==> config.mk <==
export PLATFORM = sky130hd
export DESIGN_NAME = imem_byte_loader
export DESIGN_NICKNAME = d
export VERILOG_FILES = /design/src/rtl/imem_byte_loader.sv
export SDC_FILE = /design/constraint.sdc
export NUM_CORES = 1
export LEC_CHECK = 0
export CAP_MARGIN = 40
export CORE_UTILIZATION = 52
export DETAILED_ROUTE_END_ITERATION = 16
export PLACE_DENSITY = 0.83
export SYNTH_ARGS = -nofsm -noshare
export SYNTH_HDL_FRONTEND = slang
export SYNTH_SLANG_ARGS = --single-unit
==> constraint.sdc <==
create_clock -name clk -period 3.9 [get_ports clk]
set_clock_uncertainty 0.1 [all_clocks]
set_input_delay 0.975 -clock clk [delete_from_list [all_inputs] [get_ports clk]]
set_output_delay 0.975 -clock clk [all_outputs]
set_load 0.01 [all_outputs]
==> src/rtl/imem_byte_loader.sv <==
// imem_byte_loader: packs a valid/ready byte stream into big-endian 32-bit
// words and writes them to the instruction memory at byte addresses 0, 4, 8...
// The first byte of each group of four lands in bits [31:24].
//
// Optional feature: define IMEM_LOADER_CHECKSUM_EN to get a running XOR of
// every accepted byte on `checksum`. Without it, `checksum` is tied to 8'h00.
`default_nettype none

module imem_byte_loader #(
    parameter int MAX_WORDS = 64
) (
    input  logic        clk,
    input  logic        reset,
    input  logic        start,
    input  logic [6:0]  len_words,
    input  logic [7:0]  byte_in,
    input  logic        byte_valid,
    output logic        byte_ready,
    output logic        mem_we,
    output logic [7:0]  mem_addr,
    output logic [31:0] mem_wdata,
    output logic        busy,
    output logic        done,
    output logic [7:0]  checksum
);

    typedef enum logic [1:0] {
        IDLE  = 2'd0,
        LOAD  = 2'd1,
        WRITE = 2'd2,
        DONE  = 2'd3
    } state_t;

    localparam logic [6:0] MAX_LEN = 7'(MAX_WORDS);

    state_t      state;
    logic [6:0]  len_q;      // captured (clamped) load length in words
    logic [6:0]  word_cnt;   // words written so far in this load
    logic [1:0]  byte_cnt;   // bytes of the current word already accepted
    logic [31:0] asm_word;   // word under assembly, big-endian

    logic        start_accept;
    logic        handshake;
    logic [6:0]  len_clamped;
    logic [6:0]  word_cnt_next;

    // Start is only honoured when no load is in flight.
    assign start_accept  = start && ((state == IDLE) || (state == DONE));
    // The loader only accepts bytes in LOAD; byte_ready is exactly that.
    assign handshake     = byte_valid && (state == LOAD);
    assign len_clamped   = (len_words > MAX_LEN) ? MAX_LEN : len_words;
    assign word_cnt_next = word_cnt + 7'd1;

    // Loader FSM with all outputs registered alongside the state.
    always_ff @(posedge clk or posedge reset) begin
        if (reset) begin
            state      <= IDLE;
            len_q      <= 7'd0;
            word_cnt   <= 7'd0;
            byte_cnt   <= 2'd0;
            asm_word   <= 32'h0;
            byte_ready <= 1'b0;
            mem_we     <= 1'b0;
            mem_addr   <= 8'h00;
            mem_wdata  <= 32'h0;
            busy       <= 1'b0;
            done       <= 1'b0;
        end else begin
            case (state)
                IDLE, DONE: begin
                    mem_we <= 1'b0;
                    if (start_accept) begin
                        len_q    <= len_clamped;
                        word_cnt <= 7'd0;
                        byte_cnt <= 2'd0;
                        done     <= 1'b0;
                        if (len_clamped == 7'd0) begin
                            // Empty load: park in DONE; done comes back next cycle.
                            state      <= DONE;
                            busy       <= 1'b0;
                            byte_ready <= 1'b0;
                        end else begin
                            state      <= LOAD;
                            busy       <= 1'b1;
                            byte_ready <= 1'b1;
                        end
                    end else if (state == DONE) begin
                        done <= 1'b1;
                    end
                end

                LOAD: begin
                    if (handshake) begin
                        byte_cnt <= byte_cnt + 2'd1;
                        case (byte_cnt)
                            2'd0:    asm_word[31:24] <= byte_in;
                            2'd1:    asm_word[23:16] <= byte_in;
                            2'd2:    asm_word[15:8]  <= byte_in;
                            default: asm_word[7:0]   <= byte_in;
                        endcase
                        if (byte_cnt == 2'd3) begin
                            // Fourth byte goes straight into the write data so
                            // the strobe can be issued next cycle.
                            state      <= WRITE;
                            byte_ready <= 1'b0;
                            mem_we     <= 1'b1;
                            mem_addr   <= {word_cnt[5:0], 2'b00};
                            mem_wdata  <= {asm_word[31:8], byte_in};
                        end
                    end
                end

                WRITE: begin
                    mem_we   <= 1'b0;
                    word_cnt <= word_cnt_next;
                    if (word_cnt_next == len_q) begin
                        state      <= DONE;
                        busy       <= 1'b0;
                        done       <= 1'b1;
                        byte_ready <= 1'b0;
                    end else begin
                        state      <= LOAD;
                        byte_ready <= 1'b1;
                    end
                end

                default: begin
                    state <= IDLE;
                end
            endcase
        end
    end

`ifdef IMEM_LOADER_CHECKSUM_EN
    logic [7:0] checksum_q;

    // Running XOR of accepted bytes; cleared by an accepted start.
    always_ff @(posedge clk or posedge reset) begin
        if (reset) begin
            checksum_q <= 8'h00;
        end else if (start_accept) begin
            checksum_q <= 8'h00;
        end else if (handshake) begin
            checksum_q <= checksum_q ^ byte_in;
        end
    end

    assign checksum = checksum_q;
`else
    assign checksum = 8'h00;
`endif

endmodule

`default_nettype wire

Word-level counts from Yosys, hierarchy flattened:

Cells that the tools add are included.

* add/sub/neg operators: 2
* order comparisons: 1
* equal/unequal tests: 12
* mux-type cells: 27
* reductions and logical operators: 21

Operators with widths (number)
* AND reduction 3 bit: 8
* two-way mux 2 bit: 7
* two-way mux 7 bit: 2
* case mux 7 bit (2 select lines): 1
* two-way mux 1 bit: 11
* equality test 2 bit, second input constant: 4
* adder 7 x 1 -> 7 bit, second input constant: 1
* equality test 7 bit: 1
* > comparator 7 bit, second input constant: 1
* zero test 7 bit: 1
* != test 2 bit, second input constant: 3
* case mux 1 bit (2 select lines): 3
* case mux 2 bit (3 select lines): 1
* AND reduction 2 bit: 3
* equality test 2 x 1 -> 1 bit, second input constant: 2
* zero test 2 bit: 2
* case mux 2 bit (2 select lines): 1
* nonzero test 2 bit: 2
* != test 3 bit, second input constant: 1
* case mux 1 bit (3 select lines): 1
* OR reduction 3 bit: 1
* adder 2 x 1 -> 2 bit, second input constant: 1
* logical AND 1 bit: 2
* != test 2 x 1 -> 1 bit, second input constant: 1
* other kinds (2): 2

* register bits after elaboration: 84
* input bits: 19
* output and inout port bits: 52
* word-level logic and storage cells: 76

Longest topological paths before layout:

Gate-level depths: netlist (run 1).

* word-level depth: 6
* mapped depth: 8

Worst setup path before layout (run 1):

OpenSTA, ideal clock, no wires.

* kind: input-to-reg
* start point: input len_words[2]
* end point: register state[1]
* library setup time: 0.095 ns
* arrival time: 2.123 ns
* path slack: 1.582 ns
* cell stages on the path: 4
* path buffers: 0
* cell sequence: or4_1 -> nor4_1 -> o21ai_0 -> o31ai_1

* longest elaborated chain between the ends: 6

Ends and longest elaborated chain
* start, declared: line 15 `input logic [6:0] len_words,`
* > comparator 7 bit: line 51 `assign len_clamped = (len_words > MAX_LEN) ? MAX_LEN : len_words;`
* two-way mux 7 bit *: line 51
* zero test 7 bit *: line 77 `if (len_clamped == 7'd0) begin`
* two-way mux 2 bit *: line 77
* two-way mux 2 bit *: line 72 `if (start_accept) begin`
* case mux 2 bit (3 select lines) *: line 69 `case (state)`
* end signal, assigned: line 79 `state <= DONE;`
* end signal, assigned: line 83 `state <= LOAD;`
* end signal, assigned: line 104 `state <= WRITE;`
* end, declared: line 36 `state_t state;`

Every way passes the cells marked *; elsewhere a longest branch is shown, timed or not. The select of a mux whose other input is x is not followed.
A chain may end at the register's enable or synchronous reset.

Worst setup path after layout (run 1):

Ends and elaborated chain as after synthesis.

==> results of run 1 <==
[cells in the final DEF, fill, tap and decap left out, types with 9 or more instances in the layout]
cell type,n
dfrtp_1,84
inv_1,9
mux2_2,63
conb_1,10
clkdlybuf4s50_1,60
o21ai_0,21
clkbuf_8,9
nand2_1,23
ha_1,9
[path summary, 6_finish.rpt]
check / startpoint / endpoint / slack [ps] / depth (start not counted)
setup / recovery: len_words[2] / state[1] / 1300 / 5
hold reg to reg: mem_we / mem_we / 400 / 2
setup reg to reg: state[0] / state[1] / 1640 / 7
min in group asynchronous: reset / len_q[5] / 940 / 2
max in group asynchronous: reset / word_cnt[1] / 2110 / 3
hold / removal: mem_we / mem_we / 400 / 2
[registers in the layout (all words and copies together), names as in the netlist]
name        flops
state           2
byte_cnt        2
word_cnt        7
byte_ready      1
busy            1
mem_we          1
asm_word       24
mem_wdata      32
len_q           7
mem_addr        6
done            1
[power breakdown]
| part | leakage [nW] | switching (mW) | total [mW] | internal [mW] |
|---|---|---|---|---|
| Sequential | 1.08 | 0.211 | 1.42 | 1.21 |
| Combinational | 0.908 | 0.550 | 1.26 | 0.709 |
| Clock | 0.102 | 0.323 | 0.628 | 0.305 |
[kinds of logic after synthesis]
family          after synthesis  synth area share
flops                        84            0.5556
mux                          69            0.2034
simple gates                 51           0.06945
compound gates               42           0.07143
buf+inv                      32           0.04630
xor+xnor                     10           0.02315
fa+ha+maj                     9           0.02976
other cells                   1         0.0009911
[stage by stage]
stage | util | hold WS [ps]
3_3_place_gp | 0.6413 | 364.3
5_1_grt | 0.6708 | 418.0
6_report | 0.6708 | 403.3
4_1_cts | 0.6708 | 404.4
2_1_floorplan | - | 368.9
3_5_place_dp | 0.6413 | 377.0
[layer usage]
| metal | vias up | routed length, um | track usage |
|---|---|---|---|
| li1 | 1140 | - | - |
| met1 | 1214 | 3219 | 0.2647 |
| met2 | 54 | 3126 | 0.3011 |
| met3 | 12 | 213 | 0.03033 |
| met4 | 0 | 140 | 0.08942 |
| met5 | - | 0 | 0 |
[worst max-delay path: cells and delay by family]
| family | cells | cell delay (ps) |
|---|---|---|
| and+or+nand+nor | 2 | 920 |
| AOI/OAI and AO/OA | 2 | 460 |
| buffers and inverters | 1 | 420 |
[area by class of cell]
class                   instances  area, um^2
flip-flops and latches         84        2102
repair buffers                 62       628.1
clock buffers                   9       123.9
multi-input cells             191        1540
well taps                      96       120.1
inverters                      10       38.79
fillers                       530        2273
clock inverters                 7       80.08
==> impl_results.md, run 1 <==
* Worst Hold Class: register to register
* Status: finished, final reports clean
* Core Footprint at 6907 um^2
* Post-synthesis register bit count at 84
* Gr usage total at 0.1926
* Cell Count Post-Placement at 443
* CTS Root Cell: clkbuf_8
* Initial antenna violation count at 0
* Asr flop ratio synth at 1.000
* Area post-placement at 4429 um^2
* Netlist cell types at 35
* Leakage at 2.087 nW
* Max-Slew Margin vs Limit at 0.4869
* Crit path launch type: input port
* Placer Congestion at 0.8695
* Drt via density at 5.272
* Layout Nets at 386
* Post-synth EDFFs at 0
* Pwr Total at 3.312 mW
* Pin count of the biggest net entering global routing at 47
* Per-cell routed wire length at 14.59 um
* Setup CP Type: input port to register
* Mapped Cells at 298
* Power density of the placed cells at 714.8 nW/um^2
* Final setup violation count at 0
* Final hold vios at 0
* Post-CTS setup buffers at 0
* Die Width at 87.30 um
* Max_cap viols at 0
* CTS clk-pin slew, worst paths at 80 ps
* Slowest library cell on the worst path: or4_1
* Highest net fanout along the worst path at 3
* Drt pass-1 iters at 4
* Max VDD drop at 0.2739 mV
* Starting density of the core at 0.5478
* Critical path, cell by cell: clkdlybuf4s50_1 > or4_1 > nor4_1 > o21ai_0 > o31ai_1
* Detail Route Antenna Nets at 0
* First-pass GRT wire length at 11.12 mm
* RSZ-0062 raised after global routing: false
* Hold Buf Count CTS at 0
* Bufs on Longest Clock Path at 2
* Area contributors post-synth: dfrtp_1, mux2_2, ha_1
* Final routed DRC violation total at 0
* Post-synth top cells: dfrtp_1, mux2_2, nand2_1
* Port Buf Inserts at 60
* Detailed Place HPWL at 4.643 mm
* Chip Height at 87.30 um
* Maximum clock rate at 384.0 MHz
* WP data required at 4060 ps
* CP endpoint kind: register
* Most instantiated library cell after synthesis: dfrtp_1
* Resized cells post-CTS at 0
* Post-route insts no fill at 459
* Layout area overhead at 22.45%
* Layout cells sized above 1 at 0.2342
* Post-route cell area at 4633 um^2
* Synth Cell Area at 3784 um^2
* Cell taking the most area after synthesis: dfrtp_1
* Final WS setup at 1296 ps
* Period Utilization, post-route at 0.6678
* Drt total wl at 6.699 mm
* CTS Buf Count at 9
* Critical Path AT at 2770 ps
* Max-slew violation count at 0
* Setup_tns at 0 ps
* Placement Rows at 30
* Clock net sink count at 84
* Final min period at 2604 ps
* Total grt overflow at 0
* Die Area at 7621 um^2
* Vias at 2420
* Pre-CTS setup slack at 931.0 ps
* Seq/Total Area, Yosys at 0.5556
* Clock Latency Late Sink at 350 ps
* Starting DRC count in detailed routing at 104
* TritonCTS clock tree: yes
* Largest stage delay on the critical path at 550 ps
* Syn Area/Cell at 12.70 um^2
* Vias in the first global route at 2312
* # IOs at 71
* H-Tree Depth at 3
* Worst slew pin tran at 761.7 ps
* Ys flop type: dfrtp_1
* Synth warn at 0
* Ant. Diodes at 0
* Synth top area share at 0.5556
No activity file was read; power rests on OpenSTA's default activity.
==> run 2, diff against run 1 <==
==> constraint.sdc (replaced) <==
create_clock -name clk -period 2.6 [get_ports clk]
set_clock_uncertainty 0.1 [all_clocks]
set_input_delay 0.65 -clock clk [delete_from_list [all_inputs] [get_ports clk]]
set_output_delay 0.65 -clock clk [all_outputs]
set_load 0.01 [all_outputs]
==> impl_results.md, run 2 (synthesized netlist as in run 1, its figures left out) <==
* H-Tree Depth at 3 (unchanged)
* Highest net fanout along the worst path at 3 (unchanged)
* Status: finished, final reports clean (unchanged)
* Detail Route Antenna Nets at 0 (unchanged)
* Core Footprint at 6907 um^2 (unchanged)
* Vias in the first global route at 2355 (was 2312)
* Per-cell routed wire length at 14.91 um (was 14.59 um)
* Largest registers: mem_wdata (32), asm_word (24) (unchanged)
* CTS clk-pin slew, worst paths at 80 ps (about the same)
* Max VDD drop at 0.5028 mV (was 0.2739 mV)
* Post-route insts no fill at 464 (was 459)
* Part of the power in registers at 0.431 (was 0.430)
* Critical Path AT at 2340 ps (was 2770 ps)
* Comb pwr share at 0.396 (was 0.380)
* TritonCTS clock tree: yes (unchanged)
* Layout area overhead at 23.38% (was 22.45%)
* Gr usage total at 0.1941 (was 0.1926)
* Pre-CTS setup slack at 54.36 ps (was 931.0 ps)
* Most frequent cells in the layout: dfrtp_1, mux2_2, clkdlybuf4s50_1, nand2_1, o21ai_0 (unchanged)
* Max-slew violation count at 0 (unchanged)
* Maximum clock rate at 456.6 MHz
* Die Width at 87.30 um (unchanged)
* Setup_tns at 0 ps (unchanged)
* Vias at 2404 (was 2420)
* Final hold vios at 0 (unchanged)
* Die Area at 7621 um^2 (unchanged)
* Pin count of the biggest net entering global routing at 85 (was 47)
* Top reg by flops: mem_wdata (unchanged)
* Bufs on Longest Clock Path at 2 (unchanged)
* Area post-placement at 4482 um^2 (was 4429 um^2)
* Max_cap viols at 0 (unchanged)
* Final setup violation count at 0 (unchanged)
* Commonest non-fill, non-tap cell in the layout: dfrtp_1 (unchanged)
* Detailed Place HPWL at 4.867 mm (was 4.643 mm)
* Drt pass-1 iters at 6 (was 4)
* Placement Rows at 30 (unchanged)
* Crit path launch type: input port (unchanged)
* Cell Count Post-Placement at 448 (was 443)
* Internal Power at 3.309 mW (was 2.227 mW)
* Starting density of the core at 0.5478 (unchanged)
* Clock Latency Late Sink at 340 ps (was 350 ps)
* Period Utilization, post-route at 0.8423
* Layout cells sized above 1 at 0.2446 (was 0.2342)
* Setup CP Type: input port to register (unchanged)
* Chip Height at 87.30 um (unchanged)
* Layout Nets at 391 (was 386)
* Final WS setup at 410.0 ps (was 1296 ps)
* Placer Congestion at 0.8471 (was 0.8695)
* CP endpoint kind: register (unchanged)
* Clock net sink count at 84 (unchanged)
* First-pass GRT wire length at 11.21 mm (was 11.12 mm)
* Final min period at 2190 ps
* CTS Buf Count at 9 (unchanged)
* Clock power frac at 0.173 (was 0.190)
* Drt via density at 5.181 (was 5.272)
* Resized cells post-CTS at 0 (unchanged)
* Final routed DRC violation total at 0 (unchanged)
* Port Buf Inserts at 60 (unchanged)
* Post-route cell area at 4668 um^2 (was 4633 um^2)
* WP data required at 2750 ps (was 4060 ps)
* Switching power at 1.646 mW (was 1.085 mW)
* Post-CTS setup buffers at 0 (unchanged)
* Ant. Diodes at 0 (unchanged)
* Worst Hold Class: register to register (unchanged)
* Filler cell count at 516 (was 530)
* Hold Buf Count CTS at 0 (unchanged)
* Total grt overflow at 0 (unchanged)
* # IOs at 71 (unchanged)
* Initial antenna violation count at 0 (unchanged)
* Drt total wl at 6.918 mm (was 6.699 mm)
* Starting DRC count in detailed routing at 101 (was 104)
* CTS Root Cell: clkbuf_8 (unchanged)
* Leakage at 2.103 nW (was 2.087 nW)
* Power density of the placed cells at 1061 nW/um^2 (was 714.8 nW/um^2)
* Sw Share at 0.3321 (was 0.3275)
* RSZ-0062 raised after global routing: false (unchanged)
* Max reg flops at 32 (unchanged)
## run 2: layout make-up
| type | instances | area (um^2) | area share |
|---|---|---|---|
| Tap cell | 96 | 120.1 | 0.02573 |
| Timing Repair Buffer | 67 | 678.2 | 0.1453 |
| Inverter | 10 | 41.29 | 0.008845 |
| Clock inverter | 6 | 48.80 | 0.01045 |
| Sequential cell | 84 | 2102 | 0.4503 |
| Multi-Input combinational cell | 191 | 1540 | 0.3299 |
| Clock buffer | 10 | 137.6 | 0.02948 |
## run 2: path summary, 6_finish.rpt
path,from,end,slack (ps),cells past startpoint
setup / recovery,len_words[2],state[1],410,6
hold / removal,mem_we,mem_we,400,2
setup reg to reg,word_cnt[0],busy,430,5
hold reg to reg,mem_we,mem_we,400,2
max in group asynchronous,reset,state[0],1390,3
min in group asynchronous,reset,len_q[5],640,3
## run 2: per-stage QoR
step | hold WS, ps | power (mW) | util
2_1_floorplan | 368.9 | 3.286 | -
3_3_place_gp | 365.1 | 4.028 | 0.6489
3_5_place_dp | 373.3 | 4.135 | 0.6489
4_1_cts | 402.4 | 4.996 | 0.6759
5_1_grt | 417.0 | 5.270 | 0.6759
6_report | 395.4 | 4.955 | 0.6759
## run 2: critical path, stage by stage
cell	delay, ps
clkdlybuf4s50_1	420
or4_1	540
nor4_1	190
buf_4	170
o21ai_0	100
o31ai_1	260
## run 2: routing by layer
layer / wire [um] / vias up / track usage / share of wire
met5: 0 / - / 0 / 0
met4: 127 / 0 / 0.09389 / 0.018
met3: 164 / 12 / 0.02938 / 0.024
met2: 3363 / 51 / 0.3033 / 0.49
met1: 3263 / 1191 / 0.2659 / 0.47
li1: - / 1150 / - / -
## run 2: power by group through the flow
stage	combinational (mW)	clock (mW)	sequential, mW
after floorplan	1.10	0	2.19
after global placement	1.90	0	2.13
after detailed placement	1.98	0	2.16
after CTS	1.98	0.880	2.14
after global routing	2.14	0.930	2.20
final	1.96	0.859	2.14
==> run 3, diff against run 2 <==
==> constraint.sdc (replaced) <==
create_clock -name clk -period 2.25 [get_ports clk]
set_clock_uncertainty 0.1 [all_clocks]
set_input_delay 0.5625 -clock clk [delete_from_list [all_inputs] [get_ports clk]]
set_output_delay 0.5625 -clock clk [all_outputs]
set_load 0.01 [all_outputs]
==> impl_results.md, run 3 (synthesized netlist as in run 1, its figures left out) <==
* Worst Hold Class: register to register (unchanged)
* Ant. Diodes at 0 (unchanged)
* CTS Buf Count at 9 (unchanged)
* Drt pass-1 iters at 4 (was 6)
* Final routed DRC violation total at 0 (unchanged)
* Met2 usage in global routing at 0.3345 (was 0.3033)
* Worst Hold Depth at 2 (unchanged)
* Worst hold margin at 390.6 ps (was 395.4 ps)
* Die Area at 7621 um^2 (unchanged)
* Hold path endpoint: mem_addr[6] (was mem_we)
* CTS Root Cell: clkbuf_8 (unchanged)
* Drt total wl at 7.228 mm (was 6.918 mm)
* First-pass GRT wire length at 11.89 mm (was 11.21 mm)
* Vias at 2457 (was 2404)
* Placer Congestion at 0.8121 (was 0.8471)
* Final setup violation count at 0 (unchanged)
* Largest registers: mem_wdata (32), asm_word (24) (unchanged)
* Core Footprint at 6907 um^2 (unchanged)
* Final hold vios at 0 (unchanged)
* Starting DRC count in detailed routing at 130 (was 101)
* Power density of the placed cells at 1238 nW/um^2 (was 1061 nW/um^2)
* Commonest non-fill, non-tap cell in the layout: dfrtp_1 (unchanged)
* Critical Path AT at 2260 ps (was 2340 ps)
* Top reg by flops: mem_wdata (unchanged)
* CTS clk-pin slew, worst paths at 80 ps (about the same)
* Placement Rows at 30 (unchanged)
* Setup CP Type: input port to register (unchanged)
* Crit path launch type: input port (unchanged)
* Gr usage total at 0.2042 (was 0.1941)
* Per-cell routed wire length at 15.12 um (was 14.91 um)
* Post-CTS setup buffers at 0 (unchanged)
* Pwr Total at 5.944 mW (was 4.955 mW)
* Post-route insts no fill at 478 (was 464)
* Hold path start: mem_addr[6] (was mem_we)
* Layout area overhead at 26.85% (was 23.38%)
* Initial antenna violation count at 0 (unchanged)
* Max reg flops at 32 (unchanged)
* Detail Route Antenna Nets at 0 (unchanged)
* Clock net sink count at 84 (unchanged)
* Clock Latency Late Sink at 350 ps (was 340 ps)
* Port Buf Inserts at 60 (unchanged)
* Layout cells sized above 1 at 0.2723 (was 0.2446)
* R2r endpoint: busy (unchanged)
* Highest net fanout along the worst path at 3 (unchanged)
* Filler cell count at 494 (was 516)
* Status: finished, final reports clean (unchanged)
* H-Tree Depth at 3 (unchanged)
* Cell Count Post-Placement at 462 (was 448)
* RR Startpoint: word_cnt[0] (unchanged)
* CP endpoint kind: register (unchanged)
* Final min period at 2109 ps
* Max VDD drop at 0.5655 mV (was 0.5028 mV)
* Maximum clock rate at 474.1 MHz
* Starting density of the core at 0.5478 (unchanged)
* Pin count of the biggest net entering global routing at 85 (unchanged)
* Chip Height at 87.30 um (unchanged)
* Vias in the first global route at 2462 (was 2355)
* WP data required at 2400 ps (was 2750 ps)
* Max_cap viols at 0 (unchanged)
* Drt via density at 5.140 (was 5.181)
* Top Usage Layer GRT: met2 (unchanged)
* Die Width at 87.30 um (unchanged)
* Pre-CTS setup slack at -199.6 ps (was 54.36 ps)
* Layout Nets at 405 (was 391)
* Met3 Use GR at 0.04455 (was 0.02938)
* Period Utilization, post-route at 0.9375
* FF-to-FF path depth at 5 (unchanged)
* Worst R2R Setup Slack at 190 ps (was 430 ps)
* Final WS setup at 140.6 ps (was 410.0 ps)
* TritonCTS clock tree: yes (unchanged)
* Most frequent cells in the layout: dfrtp_1, mux2_2, clkdlybuf4s50_1, nand2_1, o21ai_0 (unchanged)
* Leakage at 2.182 nW (was 2.103 nW)
* Max-slew violation count at 0 (unchanged)
* Bufs on Longest Clock Path at 2 (unchanged)
* Total grt overflow at 0 (unchanged)
* Detailed Place HPWL at 5.073 mm (was 4.867 mm)
* M1 GR Usage at 0.2748 (was 0.2659)
* # IOs at 71 (unchanged)
* RSZ-0062 raised after global routing: false (unchanged)
## run 3: cell types whose count changed in the layout (fill, tap and decap cells not counted), sizes merged
cell / before / now
clkinv: 3 / 1
buf: 7 / 21
clkinvlp: 3 / 2
bufinv: 0 / 1
inv: 10 / 12
## run 3: power by group
part,internal [mW],switching [mW]
registers,2.10,0.362
logic,1.37,1.03
clock network,0.523,0.560
total,4.00,1.95
## run 3: worst max path at each step
stage          cells after the start     endpoint  slack, ps         start
6_report                           6     state[1]        140  len_words[2]
5_1_grt                            6     state[1]         20  len_words[2]
4_1_cts                            6     state[1]        120  len_words[2]
3_5_place_dp                       6     state[1]       -200  len_words[2]
3_3_place_gp                       6     state[1]       -140  len_words[2]
2_1_floorplan                      6  mem_addr[2]        270      state[0]
## run 3: area by class of cell
cell class | instances | area [um^2] | area share
sequential | 84 | 2102 | 0.4380
tap | 96 | 120.1 | 0.02503
inverter | 10 | 41.29 | 0.008603
multi-input combinational | 191 | 1544 | 0.3217
clock inverter | 6 | 68.82 | 0.01434
clock buffer | 10 | 127.6 | 0.02659
timing repair buffer | 81 | 795.8 | 0.1658
## run 3: stage by stage
| step | utilization | instance area (um^2) | setup TNS, ps |
|---|---|---|---|
| after floorplan | - | 3821 | 0 |
| after global placement | 0.6659 | 4599 | -313.9 |
| after detailed placement | 0.6659 | 4599 | -463.5 |
| after CTS | 0.6944 | 4796 | 0 |
| after global routing | 0.6949 | 4800 | 0 |
| final | 0.6949 | 4800 | 0 |
## run 3: worst max-delay path, stage by stage
cell and delay (ps):
clkdlybuf4s50_1 430, or4_1 540, nor4_1 200, buf_4 170
o21ai_0 100, o31ai_1 270
## run 3: what timing repair did
item                       4_1_cts  5_1_grt
gates resized for setup          0        1
hold buffers                     0        0
setup endpoints to repair        0        1
## run 3: per-layer routing
metal	up-vias	routed length (um)
met2	61	3565
li1	1184	-
met1	1203	3314
met3	9	263
met5	-	0
met4	0	85
